## src/rtl/mc_pkg.sv

```systemverilog
// Shared definitions for the multi-cycle controller: state encoding, opcode
// values, ALU class, PC source and ALU B-operand select encodings.
// Optional feature macro: MC_CTRL_ADDI_EN (adds the ADDIEX/ADDIWB path).
package mc_pkg;

  // FETCH must stay at code 0; it is the reset state seen on the state port.
  typedef enum logic [3:0] {
    StFetch  = 4'd0,
    StDecode = 4'd1,
    StMemAdr = 4'd2,
    StMemRd  = 4'd3,
    StMemWb  = 4'd4,
    StMemWr  = 4'd5,
    StExec   = 4'd6,
    StAluWb  = 4'd7,
    StBranch = 4'd8,
    StJump   = 4'd9,
`ifdef MC_CTRL_ADDI_EN
    StAddiEx = 4'd10,
    StAddiWb = 4'd11,
`endif
    StTrap   = 4'd12
  } mc_state_e;

  // Opcode field values (IR[31:26])
  localparam logic [5:0] OpRType = 6'b000000;
  localparam logic [5:0] OpLw    = 6'b100011;
  localparam logic [5:0] OpSw    = 6'b101011;
  localparam logic [5:0] OpBeq   = 6'b000100;
  localparam logic [5:0] OpJ     = 6'b000010;
`ifdef MC_CTRL_ADDI_EN
  localparam logic [5:0] OpAddi  = 6'b001000;
`endif

  // ALU operation class
  localparam logic [1:0] AluAdd   = 2'b00;
  localparam logic [1:0] AluSub   = 2'b01;
  localparam logic [1:0] AluFunct = 2'b10;

  // PC source select
  localparam logic [1:0] PcSrcAlu    = 2'b00;
  localparam logic [1:0] PcSrcBranch = 2'b01;
  localparam logic [1:0] PcSrcJump   = 2'b10;

  // ALU B-operand select
  localparam logic [1:0] SrcBReg   = 2'b00;
  localparam logic [1:0] SrcBFour  = 2'b01;
  localparam logic [1:0] SrcBImm   = 2'b10;
  localparam logic [1:0] SrcBImmSh = 2'b11;

  // States that wait on the memory handshake and are guarded by the wait counter
  function automatic logic is_wait_state(mc_state_e s);
    return (s == StFetch) || (s == StMemRd) || (s == StMemWr);
  endfunction

endpackage

```

## src/rtl/mc_out_decode.sv

```systemverilog
// Output decoder for the multi-cycle controller. Every output is a pure
// function of the current state, except ir_write/pc_write in FETCH which
// follow mem_ready so the IR and PC load on the cycle the fetch completes.
// Optional feature macro: MC_CTRL_ADDI_EN (decodes ADDIEX/ADDIWB).
// Ports:
//   state_i        current state code
//   mem_ready_i    memory handshake
//   *_o            datapath enables, mux selects and ALU class
import mc_pkg::*;

module mc_out_decode (
  input  logic [3:0] state_i,
  input  logic       mem_ready_i,
  output logic       pc_write_o,
  output logic       pc_write_cond_o,
  output logic       ir_write_o,
  output logic       reg_write_o,
  output logic       mem_read_o,
  output logic       mem_write_o,
  output logic       i_or_d_o,
  output logic       alu_src_a_o,
  output logic       reg_dst_o,
  output logic       mem_to_reg_o,
  output logic [1:0] alu_src_b_o,
  output logic [1:0] alu_op_o,
  output logic [1:0] pc_source_o
);

  always_comb begin
    pc_write_o      = 1'b0;
    pc_write_cond_o = 1'b0;
    ir_write_o      = 1'b0;
    reg_write_o     = 1'b0;
    mem_read_o      = 1'b0;
    mem_write_o     = 1'b0;
    i_or_d_o        = 1'b0;
    alu_src_a_o     = 1'b0;
    reg_dst_o       = 1'b0;
    mem_to_reg_o    = 1'b0;
    alu_src_b_o     = SrcBReg;
    alu_op_o        = AluAdd;
    pc_source_o     = PcSrcAlu;

    unique case (mc_state_e'(state_i))
      StFetch: begin
        mem_read_o  = 1'b1;
        alu_src_b_o = SrcBFour;
        ir_write_o  = mem_ready_i;
        pc_write_o  = mem_ready_i;
      end
      StDecode: begin
        alu_src_b_o = SrcBImmSh;
      end
      StMemAdr: begin
        alu_src_a_o = 1'b1;
        alu_src_b_o = SrcBImm;
      end
      StMemRd: begin
        mem_read_o = 1'b1;
        i_or_d_o   = 1'b1;
      end
      StMemWr: begin
        mem_write_o = 1'b1;
        i_or_d_o    = 1'b1;
      end
      StMemWb: begin
        reg_write_o  = 1'b1;
        mem_to_reg_o = 1'b1;
      end
      StExec: begin
        alu_src_a_o = 1'b1;
        alu_op_o    = AluFunct;
      end
      StAluWb: begin
        reg_write_o = 1'b1;
        reg_dst_o   = 1'b1;
      end
      StBranch: begin
        // The datapath gates the PC load with the ALU zero flag.
        alu_src_a_o     = 1'b1;
        alu_op_o        = AluSub;
        pc_write_cond_o = 1'b1;
        pc_source_o     = PcSrcBranch;
      end
      StJump: begin
        pc_write_o  = 1'b1;
        pc_source_o = PcSrcJump;
      end
`ifdef MC_CTRL_ADDI_EN
      StAddiEx: begin
        alu_src_a_o = 1'b1;
        alu_src_b_o = SrcBImm;
      end
      StAddiWb: begin
        reg_write_o = 1'b1;
      end
`endif
      default: ; // TRAP and unused codes: everything deasserted
    endcase
  end

endmodule

```

## src/rtl/mc_controller.sv

```systemverilog
// Multi-cycle processor control FSM. Holds the state register, the memory
// wait-state counter and the sticky illegal flag; output decoding is done in
// mc_out_decode.
// Optional feature macro: MC_CTRL_ADDI_EN (opcode 001000 runs ADDIEX/ADDIWB,
// otherwise it traps).
// Ports:
//   clk, Rnot             clock, asynchronous active-low reset
//   opcode, funct         instruction fields IR[31:26], IR[5:0]
//   zero, mem_ready       ALU zero flag, memory access complete
//   pc_write .. mem_write datapath enables
//   i_or_d .. pc_source   mux selects and ALU class
//   state                 current state code
//   illegal               sticky trap flag
import mc_pkg::*;

module mc_controller #(
  parameter int unsigned op_w     = 6,
  parameter int unsigned wait_max = 15
) (
  input  logic            clk,
  input  logic            Rnot,
  input  logic [op_w-1:0] opcode,
  input  logic [op_w-1:0] funct,
  input  logic            zero,
  input  logic            mem_ready,
  output logic            pc_write,
  output logic            pc_write_cond,
  output logic            ir_write,
  output logic            reg_write,
  output logic            mem_read,
  output logic            mem_write,
  output logic            i_or_d,
  output logic            alu_src_a,
  output logic            reg_dst,
  output logic            mem_to_reg,
  output logic [1:0]      alu_src_b,
  output logic [1:0]      alu_op,
  output logic [1:0]      pc_source,
  output logic [3:0]      state,
  output logic            illegal
);

  localparam int unsigned WaitW = $clog2(wait_max + 1);

  mc_state_e        state_q, state_d;
  logic [WaitW-1:0] wait_q, wait_d;
  logic             illegal_q, illegal_d;
  logic             stalled;

  // funct goes to the ALU control and zero gates the PC in the datapath;
  // the controller itself does not decode them.
  logic unused_inputs;
  assign unused_inputs = ^{funct, zero};

  assign stalled = is_wait_state(state_q) && !mem_ready;

  always_comb begin
    state_d = state_q;
    unique case (state_q)
      StFetch: if (mem_ready) state_d = StDecode;
      StDecode: begin
        if (opcode == op_w'(OpRType)) begin
          state_d = StExec;
        end else if ((opcode == op_w'(OpLw)) || (opcode == op_w'(OpSw))) begin
          state_d = StMemAdr;
        end else if (opcode == op_w'(OpBeq)) begin
          state_d = StBranch;
        end else if (opcode == op_w'(OpJ)) begin
          state_d = StJump;
`ifdef MC_CTRL_ADDI_EN
        end else if (opcode == op_w'(OpAddi)) begin
          state_d = StAddiEx;
`endif
        end else begin
          state_d = StTrap;
        end
      end
      StMemAdr: begin
        // The IR is stable, so opcode still identifies lw vs sw here.
        if (opcode == op_w'(OpLw)) begin
          state_d = StMemRd;
        end else if (opcode == op_w'(OpSw)) begin
          state_d = StMemWr;
        end else begin
          state_d = StTrap;
        end
      end
      StMemRd:  if (mem_ready) state_d = StMemWb;
      StMemWr:  if (mem_ready) state_d = StFetch;
      StMemWb:  state_d = StFetch;
      StExec:   state_d = StAluWb;
      StAluWb:  state_d = StFetch;
      StBranch: state_d = StFetch;
      StJump:   state_d = StFetch;
`ifdef MC_CTRL_ADDI_EN
      StAddiEx: state_d = StAddiWb;
      StAddiWb: state_d = StFetch;
`endif
      StTrap:   state_d = StTrap;
      default:  state_d = StTrap;
    endcase

    // wait_q counts stalled cycles already completed, so this is the
    // wait_max-th consecutive cycle without mem_ready.
    if (stalled && (wait_q == WaitW'(wait_max - 1))) begin
      state_d = StTrap;
    end
  end

  always_comb begin
    wait_d = '0;
    if (stalled && (state_d == state_q)) begin
      wait_d = wait_q + WaitW'(1);
    end
  end

  assign illegal_d = illegal_q || (state_d == StTrap);

  always_ff @(posedge clk or negedge Rnot) begin
    if (!Rnot) begin
      state_q   <= StFetch;
      wait_q    <= '0;
      illegal_q <= 1'b0;
    end else begin
      state_q   <= state_d;
      wait_q    <= wait_d;
      illegal_q <= illegal_d;
    end
  end

  assign state   = state_q;
  assign illegal = illegal_q;

  mc_out_decode u_out_decode (
    .state_i         (state_q),
    .mem_ready_i     (mem_ready),
    .pc_write_o      (pc_write),
    .pc_write_cond_o (pc_write_cond),
    .ir_write_o      (ir_write),
    .reg_write_o     (reg_write),
    .mem_read_o      (mem_read),
    .mem_write_o     (mem_write),
    .i_or_d_o        (i_or_d),
    .alu_src_a_o     (alu_src_a),
    .reg_dst_o       (reg_dst),
    .mem_to_reg_o    (mem_to_reg),
    .alu_src_b_o     (alu_src_b),
    .alu_op_o        (alu_op),
    .pc_source_o     (pc_source)
  );

endmodule
```

## config.mk

```make
export PLATFORM = sky130hd
export DESIGN_NAME = mc_controller
export DESIGN_NICKNAME = d
export VERILOG_FILES = /design/src/rtl/mc_pkg.sv /design/src/rtl/mc_out_decode.sv /design/src/rtl/mc_controller.sv
export SDC_FILE = /design/constraint.sdc
export NUM_CORES = 1
export LEC_CHECK = 0
export CELL_PAD_IN_SITES_DETAIL_PLACEMENT = 2
export CELL_PAD_IN_SITES_GLOBAL_PLACEMENT = 2
export CORE_MARGIN = 1
export CORE_UTILIZATION = 20
export DETAILED_ROUTE_END_ITERATION = 8
export GPL_ROUTABILITY_DRIVEN = 0
export HOLD_SLACK_MARGIN = 0.08
export PLACE_DENSITY_LB_ADDON = 0.1
export SLEW_MARGIN = 20
export SYNTH_ARGS = -nofsm -noshare
export SYNTH_HDL_FRONTEND = slang
export SYNTH_SLANG_ARGS = --single-unit
export TNS_END_PERCENT = 50
```

## constraint.sdc

```tcl
create_clock -name clk -period 1.4 [get_ports clk]
set_input_delay 0.21 -clock clk [delete_from_list [all_inputs] [get_ports clk]]
set_output_delay 0.21 -clock clk [all_outputs]
set_load 0.03 [all_outputs]
```

Word-level counts from Yosys, hierarchy flattened --
Index checks and enable logic that the tools add are counted. Widths: inputs -> output; s select.
Word-level totals: flip-flop bits (word level) 9, input bits 16
Operators by class: add/sub/neg operators 1, equality and inequality tests 16, mux-type cells 25, reductions and logical operators 15
Operators by type and width (count):
- $mux 4 | 9
- $pmux 4 s7 | 1
- $eq 4x3->1 const B | 4
- $eq 4x4->1 const B | 4
- $eq 6x6->1 const B | 2
- $mux 1 | 9
- $eq 4x2->1 const B | 2
- $pmux 2 s2 | 2
- $eq 6x2->1 const B | 1
- $eq 6x3->1 const B | 1
- $logic_not 6->1 | 1
- $mux 3 | 2
- $pmux 2 s3 | 1
- $reduce_or 2->1 | 3
- $add 4x1->4 const B | 1
- $eq 4x1->1 const B | 1
- $eq 4x4->1 | 1
- $logic_not 4->1 | 1
- $logic_or 1x1->1 | 4
- $reduce_or 4->1 | 1
- $logic_and 1x1->1 | 3
- $reduce_or 3->1 | 1
- $pmux 1 s2 | 1
- $logic_not 1->1 | 1

Logic depth before layout (Yosys ltp) --
depth in word-level cells 10, mapped depth 6, depth with buffers taken out 5

Cells and area by module --
A second synthesis with hierarchy kept.
Second synthesis, totals: cells, all modules 102, area total of the unflattened synthesis 837.1 um^2
By module, submodules not included:
- mc_controller | instances 1, cells an instance 72, area an instance 638.1 um^2
- mc_out_decode | instances 1, cells an instance 30, area an instance 198.9 um^2

Worst setup path after synthesis --
No wires, ideal clock.
path type register -> output, from reg state_q[2], in the netlist state[2], to out pc_write, data arrival time 2.455 ns, data required time 1.190 ns, path slack -1.265 ns, cell stages (with the launch flop) 5, path through dfrtp_1 -> or2_2 -> buf_2 -> nor4b_1 -> or2_1
On the way: longest elaborated chain between the ends 2
RTL lines:
- start: declaration | line mc_controller.sv:45 | mc_state_e state_q, state_d;
- start signal: assignment | line mc_controller.sv:121 | state_q <= StFetch;
- start signal: assignment | line mc_controller.sv:125 | state_q <= state_d;
- $eq 4x4->1 / $logic_not 4->1 (equally long branches) | line mc_out_decode.sv:44 | unique case (mc_state_e'(state_i))
- $pmux 1 s2 * | line mc_out_decode.sv:44
- end: declaration | line mc_controller.sv:26 | output logic pc_write,
Every way passes the cells marked *; elsewhere a longest branch is shown, timed or not.

Worst setup path after layout --
Ends and elaborated chain as after synthesis.

==> out/metrics.csv <==
metric,value,unit
status,"complete, but fails checks",
failing checks,setup timing,
Post-Syn Area per Cell,8.07,µm²
Sw Pwr,0.147,mW
Initial Utilization,21.7,%
initial antenna violation count,0,
top-count cell post-synth,nor2_1,
Max Cap Violations,0,
Clock power frac,48.6,%
Critical Path Fanout Max,4,
Fin. Hold Viols,0,
library cell with the largest summed area after synthesis,dfrtp_1,
Root Buffer,clkbuf_8,
total die area,4380,µm²
DP Cell Count,205,
clock buffer count from CTS,3,
asr flop ratio synth,100,%
CTS sink count,9,
critical path launch point type,register,
ant diodes,0,
Worst Path Required,1190,ps
initial DRC count,14,
worst r2r src,state[1],
Max Root-Sink Buffers,2,
Setup CP Type,register to output port,
number of port buffers,29,
die width,66.2,µm
fin cells,217,
CP endpoint kind,output port,
DP Wirelength,2740,µm
Yosys cell types,41,
drt total wl,3680,µm
Min-Delay Path Class,input pin to asynchronous set/reset pin,
actual slew at the worst max-slew pin,457,ps
Slew HR,69.4,%
H-tree Lvls,1,
Internal,0.500,mW
warnings from Yosys,0,
final core utilization,44.6,%
Critical Path AT,1470,ps
"Cell Area, Placed",1400,µm²
Place WS,-354,ps
unrepaired setup endpoints after global routing,true,
sw frac,22.7,%
Finished Cell Area,1690,µm²
"Area growth, synth to finish",106,%
Die Ht,66.2,µm
Slew Limit Fails,0,
Setup TNS Final,-4600,ps
share of cells above drive strength 1,59.8,%
syn_nets,120,
register area share after synthesis,27.4,%
total vias in the final route,1071,
Syn Inst Count,102,
top post-synthesis cells by area,"dfrtp_1 (27%), nor2_1 (5.9%), nand2b_1 (3.8%), nor3_1 (3.6%), ha_1 (3.0%)",
"Cell Area, Synth",823,µm²
CTS tree,yes,
number of global-route vias before repair,1163,
drt wl/cell,16.9,µm
clk_skew,10.2,ps
Vias/cell,4.94,
crit share post-route,120,%
maximum vdd drop,376,µV
power per cell area,382,nW/µm²
Final nets,188,
first-pass GRT wire length,5770,µm
sequential share of power,40.3,%
first-pass iteration count of the detailed router,4,
GRT Total Usage,17.9,%
antenna-violating nets left,0,
Worst setup startpoint,state[2],
maximum clock rate,594,MHz
largest net degree at the start of global routing,10,
Leak,0.667,nW
WHS,287,ps
gr ovfl total,0,
Post-synth EDFFs,0,
Commonest cells post-synth,"nor2_1 (13), dfrtp_1 (9), nor3_1 (6), nand2b_1 (5)",
core area,3800,µm²
"Clk Latency, worst-skew pair",240,ps
final total power,0.647,mW
Gate power share,11.1,%
row count,22,
top_reg_cell synth,dfrtp_1,
final setup fails,26,
min Tclk post-route,1680,ps
IO Count,37,
share of the synthesized area in the top cell type,27.4,%
Final WS setup,-282,ps
"FF+latch count, synth",9,
Worst-path clk slew,50,ps
Remaining DRCs,0,
-- logic make-up (layout without fill, tap and decap cells) --
logic type	count (synthesis)	in the layout	synth area share [%]
xor+xnor	3	3	3.19
compound gates	24	24	20.8
simple gates	50	50	35.0
flops	9	9	27.4
mux	2	2	2.58
buf+inv	12	79	8.05
fa+ha+maj	2	2	3.04
-- area by class of cell --
cell class / count / area [µm²]
Clock buffer: 4 / 45.0
Multi-Input combinational cell: 81 / 706
Fill cell: 413 / 2110
Tap cell: 48 / 60.1
Sequential cell: 9 / 230
Timing Repair Buffer: 72 / 641
Inverter: 3 / 11.3
-- placed cells by master (no fill, tap or decap), types with 3 or more instances in the layout --
master	count
dfrtp_2	4
o211ai_1	3
nor2_1	6
buf_6	19
clkdlybuf4s50_1	8
clkbuf_8	3
dfrtp_1	5
nand2b_1	3
nor2_4	5
buf_4	43
a21oi_1	4
nand3_1	4
or2_4	3
o21ai_0	4
a31oi_1	3
inv_1	3
-- timing repair --
item,in CTS,in global routing
resized for setup,28,19
setup endpoints to repair,26,26
pin swaps,9,3
hold endpoints to repair,0,0
hold buffers,0,0
buffers inserted,8,1
-- layer usage --
layer / up-vias / track usage (%) / wire (µm)
li1: 511 / - / -
met1: 536 / 21.1 / 1560
met2: 22 / 33.2 / 2020
met3: 2 / 3.62 / 80
met4: 0 / 3.19 / 19
met5: - / 0 / 0
-- worst max-delay path, cell delays in order, from the launching register on --
cell	delay [ps]
dfrtp_2	430
or2_4	270
nor4b_4	250
or2_4	160
buf_6	120
-- power by group through the flow --
stage / sequential [mW] / combinational [mW] / clock, mW
floorplan: 0.265 / 0.0155 / 0
global placement: 0.265 / 0.0677 / 0
detailed placement: 0.265 / 0.0700 / 0
CTS: 0.261 / 0.0702 / 0.324
global route: 0.260 / 0.0778 / 0.336
finish: 0.261 / 0.0715 / 0.314
-- flip-flops by register name (all words and copies together) (netlist names) --
signal and count:
illegal 1, state 4, wait_q 4
-- path summary, 6_finish.rpt --
path | endpoint | slack [ps] | cells past startpoint
max | pc_write | -280 | 4
min | illegal | 290 | 1
max reg2reg | state[0] | -230 | 6
min reg2reg | illegal | 510 | 2
max in group asynchronous | state[3] | 760 | 1
min in group clk | illegal | 510 | 2
No activity file was read; power rests on OpenSTA's default activity.
